**src/rtl/seven_seg_scanner.sv**
```systemverilog
// Multiplexed N-digit seven-segment scanner: hex decode, anode time-division, inter-digit blanking.
// Define SEVEN_SEG_SCANNER_DIM_EN to add a 4-bit brightness PWM on the anodes.
module seven_seg_scanner #(
  parameter int unsigned NUM_DIGITS     = 4,
  parameter int unsigned CLK_HZ         = 48000000,
  parameter int unsigned SCAN_HZ        = 250,
  parameter int unsigned BLANK_CYCLES   = 48,
  parameter bit          SEG_ACTIVE_LOW = 1'b1,
  parameter bit          AN_ACTIVE_LOW  = 1'b1
) (
  input  logic                    clk,
  input  logic                    reset,
  input  logic [4*NUM_DIGITS-1:0] digits_i,
  input  logic [NUM_DIGITS-1:0]   dp_i,
  input  logic [NUM_DIGITS-1:0]   digit_en_i,
`ifdef SEVEN_SEG_SCANNER_DIM_EN
  input  logic [3:0]              brightness_i,
`endif
  output logic [6:0]              seg_o,
  output logic                    dp_o,
  output logic [NUM_DIGITS-1:0]   an_o,
  output logic                    frame_start_o
);

  localparam int unsigned Dwell =
      (SCAN_HZ * NUM_DIGITS == 0) ? 0 : CLK_HZ / (SCAN_HZ * NUM_DIGITS);
  localparam int unsigned SlotW = (Dwell > 1) ? $clog2(Dwell) : 1;
  localparam int unsigned IdxW  = (NUM_DIGITS > 1) ? $clog2(NUM_DIGITS) : 1;

  localparam logic [SlotW-1:0] SlotLast = SlotW'(Dwell - 1);
  localparam logic [SlotW-1:0] BlankLim = SlotW'(BLANK_CYCLES);
  localparam logic [IdxW-1:0]  IdxLast  = IdxW'(NUM_DIGITS - 1);

  if (NUM_DIGITS < 1 || NUM_DIGITS > 8) begin : gen_bad_digits
    $error("seven_seg_scanner: NUM_DIGITS must be in 1..8");
  end
  if (Dwell <= BLANK_CYCLES) begin : gen_bad_dwell
    $error("seven_seg_scanner: slot dwell must exceed BLANK_CYCLES");
  end

  typedef enum logic [0:0] {StBlank, StShow} state_e;

  // With no blanking, slot 0 is already a SHOW cycle.
  localparam state_e StateRst = (BLANK_CYCLES == 0) ? StShow : StBlank;

  state_e                state_q, state_d;
  logic [SlotW-1:0]      slot_q, slot_d;
  logic [IdxW-1:0]       idx_q, idx_d;
  logic [3:0]            snap_nib_q, snap_nib_d;
  logic                  snap_dp_q, snap_dp_d;
  logic                  snap_en_q, snap_en_d;
  logic [6:0]            seg_q, seg_d;
  logic                  dp_q, dp_d;
  logic [NUM_DIGITS-1:0] an_q, an_d;
  logic                  fs_q, fs_d;
  logic [6:0]            seg_on;
  logic                  dp_on;
  logic [NUM_DIGITS-1:0] an_on;
  logic                  an_gate;

`ifdef SEVEN_SEG_SCANNER_DIM_EN
  logic [3:0] pwm_q;

  always_ff @(posedge clk) begin
    if (reset) pwm_q <= 4'd0;
    else       pwm_q <= pwm_q + 4'd1;
  end

  assign an_gate = (pwm_q <= brightness_i);
`else
  assign an_gate = 1'b1;
`endif

  function automatic logic [6:0] glyph(input logic [3:0] nib);
    logic [6:0] g;
    case (nib)
      4'h0: g = 7'h3F;
      4'h1: g = 7'h06;
      4'h2: g = 7'h5B;
      4'h3: g = 7'h4F;
      4'h4: g = 7'h66;
      4'h5: g = 7'h6D;
      4'h6: g = 7'h7D;
      4'h7: g = 7'h07;
      4'h8: g = 7'h7F;
      4'h9: g = 7'h6F;
      4'hA: g = 7'h77;
      4'hB: g = 7'h7C;
      4'hC: g = 7'h39;
      4'hD: g = 7'h5E;
      4'hE: g = 7'h79;
      4'hF: g = 7'h71;
      default: g = 7'h00;
    endcase
    return g;
  endfunction

  always_comb begin
    slot_d     = slot_q + SlotW'(1);
    idx_d      = idx_q;
    snap_nib_d = snap_nib_q;
    snap_dp_d  = snap_dp_q;
    snap_en_d  = snap_en_q;
    seg_on     = 7'h00;
    dp_on      = 1'b0;
    an_on      = '0;

    if (slot_q == SlotLast) begin
      slot_d = '0;
      idx_d  = (idx_q == IdxLast) ? '0 : idx_q + IdxW'(1);
    end
    state_d = (slot_d < BlankLim) ? StBlank : StShow;

    // The snapshot taken this cycle already feeds this cycle's output decode.
    if (slot_q == '0) begin
      snap_nib_d = digits_i[{idx_q, 2'b00} +: 4];
      snap_dp_d  = dp_i[idx_q];
      snap_en_d  = digit_en_i[idx_q];
    end

    unique case (state_q)
      StShow: begin
        if (snap_en_d) begin
          seg_on        = glyph(snap_nib_d);
          dp_on         = snap_dp_d;
          an_on[idx_q]  = an_gate;
        end
      end
      default: ;
    endcase

    seg_d = seg_on ^ {7{SEG_ACTIVE_LOW}};
    dp_d  = dp_on ^ SEG_ACTIVE_LOW;
    an_d  = an_on ^ {NUM_DIGITS{AN_ACTIVE_LOW}};
    fs_d  = (slot_q == '0) && (idx_q == '0);
  end

  always_ff @(posedge clk) begin
    if (reset) begin
      state_q    <= StateRst;
      slot_q     <= '0;
      idx_q      <= '0;
      snap_nib_q <= 4'h0;
      snap_dp_q  <= 1'b0;
      snap_en_q  <= 1'b0;
      seg_q      <= {7{SEG_ACTIVE_LOW}};
      dp_q       <= SEG_ACTIVE_LOW;
      an_q       <= {NUM_DIGITS{AN_ACTIVE_LOW}};
      fs_q       <= 1'b0;
    end else begin
      state_q    <= state_d;
      slot_q     <= slot_d;
      idx_q      <= idx_d;
      snap_nib_q <= snap_nib_d;
      snap_dp_q  <= snap_dp_d;
      snap_en_q  <= snap_en_d;
      seg_q      <= seg_d;
      dp_q       <= dp_d;
      an_q       <= an_d;
      fs_q       <= fs_d;
    end
  end

  assign seg_o         = seg_q;
  assign dp_o          = dp_q;
  assign an_o          = an_q;
  assign frame_start_o = fs_q;

endmodule

```
**config.mk**
```make
export PLATFORM = sky130hd
export DESIGN_NAME = seven_seg_scanner
export DESIGN_NICKNAME = d
export VERILOG_FILES = /design/src/rtl/seven_seg_scanner.sv
export SDC_FILE = /design/constraint.sdc
export NUM_CORES = 1
export LEC_CHECK = 0
export BUFFER_PORTS_ARGS = -buffer_cell sky130_fd_sc_hd__buf_2
export CORE_UTILIZATION = 60
export CTS_BUF_LIST = sky130_fd_sc_hd__clkbuf_4 sky130_fd_sc_hd__clkbuf_8
export DETAILED_ROUTE_END_ITERATION = 12
export PLACE_DENSITY = 0.92
export SETUP_SLACK_MARGIN = 0.3
export SLEW_MARGIN = 10
export SYNTH_ARGS = -nofsm -noshare
export SYNTH_HDL_FRONTEND = slang
export SYNTH_SLANG_ARGS = --single-unit
```
**constraint.sdc**
```tcl
create_clock -name clk -period 6.9 [get_ports clk]
set_input_delay 0.345 -clock clk [delete_from_list [all_inputs] [get_ports clk]]
set_output_delay 0.345 -clock clk [all_outputs]
set_load 0.01 [all_outputs]
```
# Yosys cells after proc, flatten, opt, wreduce, memory -nomap -nowiden
# Memories as Yosys holds them, arrays and structs flattened.
# Cells that the tools add are included.
[totals] rom_bits=112 in_bits=26 mem_count=1 output_inout_bits=13 regBits=38 elab_cells=44
[mem_list] memory="(name not given)" depth=16 width=7 read_ports=1 rd_ports_with_merged_regs=0 write_ports=0 line_no="76" rtl="case (nib)"
[classes] magnitude_cmp=3 n_shift=1 bitwise=3 add_sub_neg=2 eq_ne=2 mux=18 reduce_logical=4
[op_table] operator="16-bit by 1-bit adder with 16-bit output, second input constant" count=1
[op_table] operator="16-bit == test, second input constant" count=1
[op_table] operator="16-bit logical NOT" count=1
[op_table] operator="16-bit by 6-bit < comparator with 1-bit output, second input constant" count=1
[op_table] operator="16-bit two-way mux" count=1
[op_table] operator="16-bit by 5-bit indexed part select with 4-bit output" count=1
[op_table] operator="7-bit two-way mux" count=2
[op_table] operator="4-bit two-way mux" count=3
[op_table] operator="1-bit two-way mux" count=8
[op_table] operator="7-bit inverter" count=1
[op_table] operator="1-bit binary-select mux with 2-bit select" count=2
[op_table] operator="4-bit inverter" count=1
[op_table] operator="2-bit by 3-bit < comparator with 1-bit output, second input constant" count=1
[op_table] operator="2-bit by 1-bit adder with 2-bit output, second input constant" count=1
[op_table] operator="1-bit demux with 2-bit select" count=1
[op_table] operator="2-bit == test, second input constant" count=1
[op_table] operator="2-bit by 1-bit >= comparator with 1-bit output, second input constant" count=1
[op_table] operator="1-bit logical AND" count=2
[op_table] operator="2-bit logical NOT" count=1
[op_table] operator="2-bit two-way mux" count=1
[op_table] operator="1-bit inverter" count=1

# Depth between registers and ports, before layout
[depth] depth_word=7 ltp_mapped=11 depth_no_buf=11

# Worst setup path before layout
# No wires, ideal clock.
[synth_path] kind="flip-flop to flip-flop" start="register idx_q[0]" end="register seg_q[3] (netlist: seg_o[3])" synth_period_minus_slack_ns=2.388 arrival_time_ns=2.269 slack_ns=4.512 path_stages_with_launch=9 path_cell_list="dfxtp_1 -> buf_2 -> mux4_2 -> mux2i_1 -> inv_1 -> ha_1 -> mux2_2 -> mux2i_1 -> nand2_1"
[synth_via] elab_chain_cells=6 word_cells_on_any_way=9 classes_between="shift: 1; mux: 6; bitwise: 1; memory: 1"
[synth_rtl] item="start, declared" line_no="48" rtl="logic [IdxW-1:0] idx_q, idx_d;"
[synth_rtl] item="start signal, assigned" line_no="153" rtl="idx_q <= idx_d;"
[synth_rtl] item="16-bit by 5-bit indexed part select with 4-bit output" line_no="116" rtl="snap_nib_d = digits_i[{idx_q, 2'b00} +: 4];"
[synth_rtl] item="4-bit two-way mux" line_no="115" rtl="if (slot_q == '0) begin"
[synth_rtl] item="via snap_nib_d[0]" line_no="49" rtl="logic [3:0] snap_nib_q, snap_nib_d;"
[synth_rtl] item="memory 16 x 7 bit"
[synth_rtl] item="7-bit two-way mux" line_no="123" rtl="if (snap_en_d) begin"
[synth_rtl] item="7-bit two-way mux" line_no="121" rtl="unique case (state_q)"
[synth_rtl] item="7-bit inverter (no line)"
[synth_rtl] item="end signal, assigned" line_no="146" rtl="seg_q <= {7{SEG_ACTIVE_LOW}};"
[synth_rtl] item="end signal, assigned" line_no="157" rtl="seg_q <= seg_d;"
[synth_rtl] item="end, declared" line_no="52" rtl="logic [6:0] seg_q, seg_d;"
# The timed path passes the listed nets, and every way through them passes these cells. The select of a mux whose other input is x is not followed.
# A chain may end at the register's enable or synchronous reset.

# Worst setup path after layout
[layout_path] start="register idx_q[0]" end="register seg_q[5] (netlist: seg_o[5])"
# Same word-level chain as after synthesis.

==> impl_results.md <==
- Fmax: 0.3461 GHz
- Number of global-route vias before repair: 1555
- EDFF count, synth: 0
- Ranking of synthesized cells by area: dfxtp_1, ha_1, mux4_2
- Worst Path Required: 7.11 ns
- Syn Nets: 260
- Routed WL: 4439 um
- Port Buf Inserts: 38
- Flop-to-flop setup slack: 4.01 ns
- Reg area: 760.7 um^2
- RSZ-0062 raised after global routing: false
- Flop pwr share: 46.7%
- Max-slew headroom: 30.50%
- Clk sinks: 38
- Avg Cell Area, Syn: 9.638 um^2
- Detailed placement HPWL: 3030 um
- Layout Skew: 0.01462 ns
- Area taken by multi-input logic gates: 1251 um^2
- Critical Path AT: 3.10 ns
- Ys Warns: 0
- Clk pwr share: 38.7%
- Worst r2r src: idx_q[0]$_SDFFE_PP0N_
- Root buffer cell: clkbuf_4
- TritonRoute pass-1 iters: 5
- Placed cells: 291
- GRT overflow: 0
- Synthesized cell area: 2140 um^2
- H-tree depth: 2
- Hold Fails Final Rpt: 0
- WHS Endpoint: idx_q[1]$_SDFFE_PP0N_
- Post-CTS Hold Buffers: 0
- Area growth from synthesis to layout: 12.16%
- Yosys reg bits: 38
- Switching Share: 24.68%
- TNS Setup: 0 ns
- Top-area cell type share of the netlist area: 35.56%
- # fillers: 245
- Least-Margin Pin Slew: 1.014 ns
- Post-route ant nets: 0
- FP Rows: 21
- Initial Util: 63.62%
- DRC violations left: 0
- Die Ht: 61.72 um
- Worst setup margin: 4.011 ns
- Core footprint: 3363 um^2
- Crit path max fanout: 11
- Psw: 0.1212 mW
- Slowest cell on the critical path: dfxtp_1
- Die W: 61.72 um
- Hold Crit Start: reset
- Min Tclk post-route: 2.889 ns
- Seq/Total Area, Yosys: 35.56%
- HP Class: in -> reg
- WL/cell: 14.85 um
- Netlist cell types: 46
- Comb power frac: 14.5%
- Post_cts resized: 0
- Reg clk slew, reported paths: 0.12 ns
- Initial antenna violation count: 0
- Status: completed
- Clock Latency Late Sink: 0.34 ns
- Largest net degree at the start of global routing: 16
- CTS tree: built
- Antenna diodes: 0
- Internal power: 0.3697 mW
- Largest area contributor in the netlist: dfxtp_1
- Leak: 0.9523 nW
- Post-CTS Setup Bufs: 0
- Pwr/cell area: 204.6 nW/um^2
- Max VDD drop: 0.1178 mV
- Final hold slack: 0.3234 ns
- Worst Reg-to-Reg Cells: 8
- Via count: 1786
- DP Worst Slack: 4.160 ns
- Total global-route track usage: 24.80%
- Max cap viols: 0
- Post-synth ARST share: 0%
- Vias/cell: 5.973
- Reg-to-reg endpoint: seg_o[5]$_SDFF_PP1_
- Layout cells sized above 1: 24.90%
- Most Frequent Cell on Critical Path: inv_1
- Prevailing post-synth register cell: dfxtp_1
- Max-slew violations: 0
- Layout Cells excl Fill: 299
- Final net count: 290
- Clock tree buffer depth: 2
- GPL Wtd Cong: 0.9346
- Initial DRC Count: 136
- Worst Hold Depth: 2
- Final period utilization: 41.87%
- Mapped Cells: 222
- Num CTS Buffers: 5
- Critical Path End Type: flip-flop
- Crit path largest cell delay: 0.66 ns
- Critical Path Start Type: flip-flop
- Critical path class: reg -> reg
- # setup viols final: 0
- Global-route wire length before repair: 6920 um
- Die area: 3809 um^2
- Critical-path cell list: mux4_2, mux2i_1, inv_1, ha_1, inv_1, nor2_1, a21oi_1, o221ai_1
- Ports: 39
## cell usage in the layout (no fill, tap or decap), types with 3 or more instances in the layout
master | synthesis | final
mux4_2 | 6 | 6
nor3b_1 | 3 | 3
nor4_1 | 3 | 3
xor2_1 | 7 | 7
o21ai_0 | 3 | 3
nand2_1 | 20 | 20
and4_1 | 4 | 4
a31oi_1 | 4 | 4
nor3_1 | 3 | 3
mux2i_1 | 11 | 11
a21oi_1 | 5 | 5
or3_1 | 4 | 4
xnor2_1 | 10 | 10
nand3_1 | 10 | 10
clkbuf_4 | 0 | 5
dfxtp_1 | 38 | 38
ha_1 | 12 | 12
nand4_1 | 4 | 4
nor2_1 | 24 | 24
buf_2 | 6 | 38
inv_1 | 9 | 9
## layer usage
layer | track usage, % | vias up | wire [um]
met4 | 11.11 | 0 | 114
met1 | 29.53 | 844 | 1863
met2 | 42.55 | 79 | 2188
met3 | 5.797 | 14 | 273
met5 | 0 | - | 0
li1 | - | 849 | -
## worst max path at each step
stage	startpoint	endpoint	slack [ns]	depth (start not counted)
after global routing	idx_q[0]$_SDFFE_PP0N_	seg_o[5]$_SDFF_PP1_	3.79	8
after global placement	idx_q[0]$_SDFFE_PP0N_	seg_o[3]$_SDFF_PP1_	4.25	7
after floorplan	idx_q[0]$_SDFFE_PP0N_	seg_o[3]$_SDFF_PP1_	4.51	8
after detailed placement	idx_q[0]$_SDFFE_PP0N_	seg_o[3]$_SDFF_PP1_	4.16	7
final	idx_q[0]$_SDFFE_PP0N_	seg_o[5]$_SDFF_PP1_	4.01	8
after CTS	idx_q[0]$_SDFFE_PP0N_	seg_o[5]$_SDFF_PP1_	4.08	8
## power by group through the flow
stage	registers, mW	clock network (mW)	logic [mW]
after floorplan	0.233	0	0.0540
after global placement	0.234	0	0.0664
after detailed placement	0.234	0	0.0682
after CTS	0.229	0.193	0.0705
after global routing	0.230	0.204	0.0778
final	0.229	0.190	0.0713
## stage by stage
| step | utilization [%] | total power [mW] | instance area, um^2 |
|---|---|---|---|
| floorplan | - | 0.2867 | 2140 |
| global placement | 68.19 | 0.3000 | 2293 |
| detailed placement | 68.19 | 0.3022 | 2293 |
| CTS | 71.35 | 0.4928 | 2400 |
| global route | 71.35 | 0.5115 | 2400 |
| finish | 71.35 | 0.4909 | 2400 |
## cell type report
cell class	instances	share of cell area, %
inverter	9	1.408
sequential	38	31.70
multi-input combinational	160	52.14
clock buffer	5	1.564
timing repair buffer	38	7.925
clock inverter	3	2.868
tap	46	2.398
## cells in the mapped netlist, types with 2 or more instances
cell type / number
buf_6: 3
nor4_1: 3
buf_2: 6
o21ai_0: 3
o221ai_1: 2
inv_1: 9
buf_4: 2
nand2b_1: 2
a21oi_1: 5
nand4_1: 4
xnor2_1: 10
xor2_1: 7
nor4_4: 2
nand3_1: 10
nand2_1: 20
dfxtp_1: 38
mux4_2: 6
or3_1: 4
a31oi_1: 4
clkbuf_1: 4
nor3b_1: 3
mux2i_1: 11
nor3_1: 3
and4_1: 4
nor2b_1: 2
ha_1: 12
nor2_1: 24
## registers in the layout (all words and copies together), names as in the netlist
name           flops
frame_start_o      1
seg_o              7
snap_en_q          1
snap_nib_q         4
dp_o               1
state_q            1
idx_q              2
an_o               4
snap_dp_q          1
slot_q            16
## worst max-delay path: cells and delay by family (launching register included)
family,cells,cell delay (ns)
multiplexers,2,1.09
AND/OR/NAND/NOR,1,0.09
flip-flops,1,0.66
adder cells (fa/ha/maj),1,0.26
AO/OA/AOI/OAI,2,0.39
buffers and inverters,2,0.26
## kinds of logic (layout without fill, tap and decap cells)
family,count (synthesis),count (layout),share of synthesized area [%]
AO/OA/AOI/OAI,23,23,7.661
XOR/XNOR,17,17,6.959
adder cells (fa/ha/maj),12,12,7.017
buffers and inverters,24,55,5.964
flip-flops,38,38,35.56
multiplexers,19,19,12.63
AND/OR/NAND/NOR,89,89,24.21
Power figures use the tool's default switching activity.
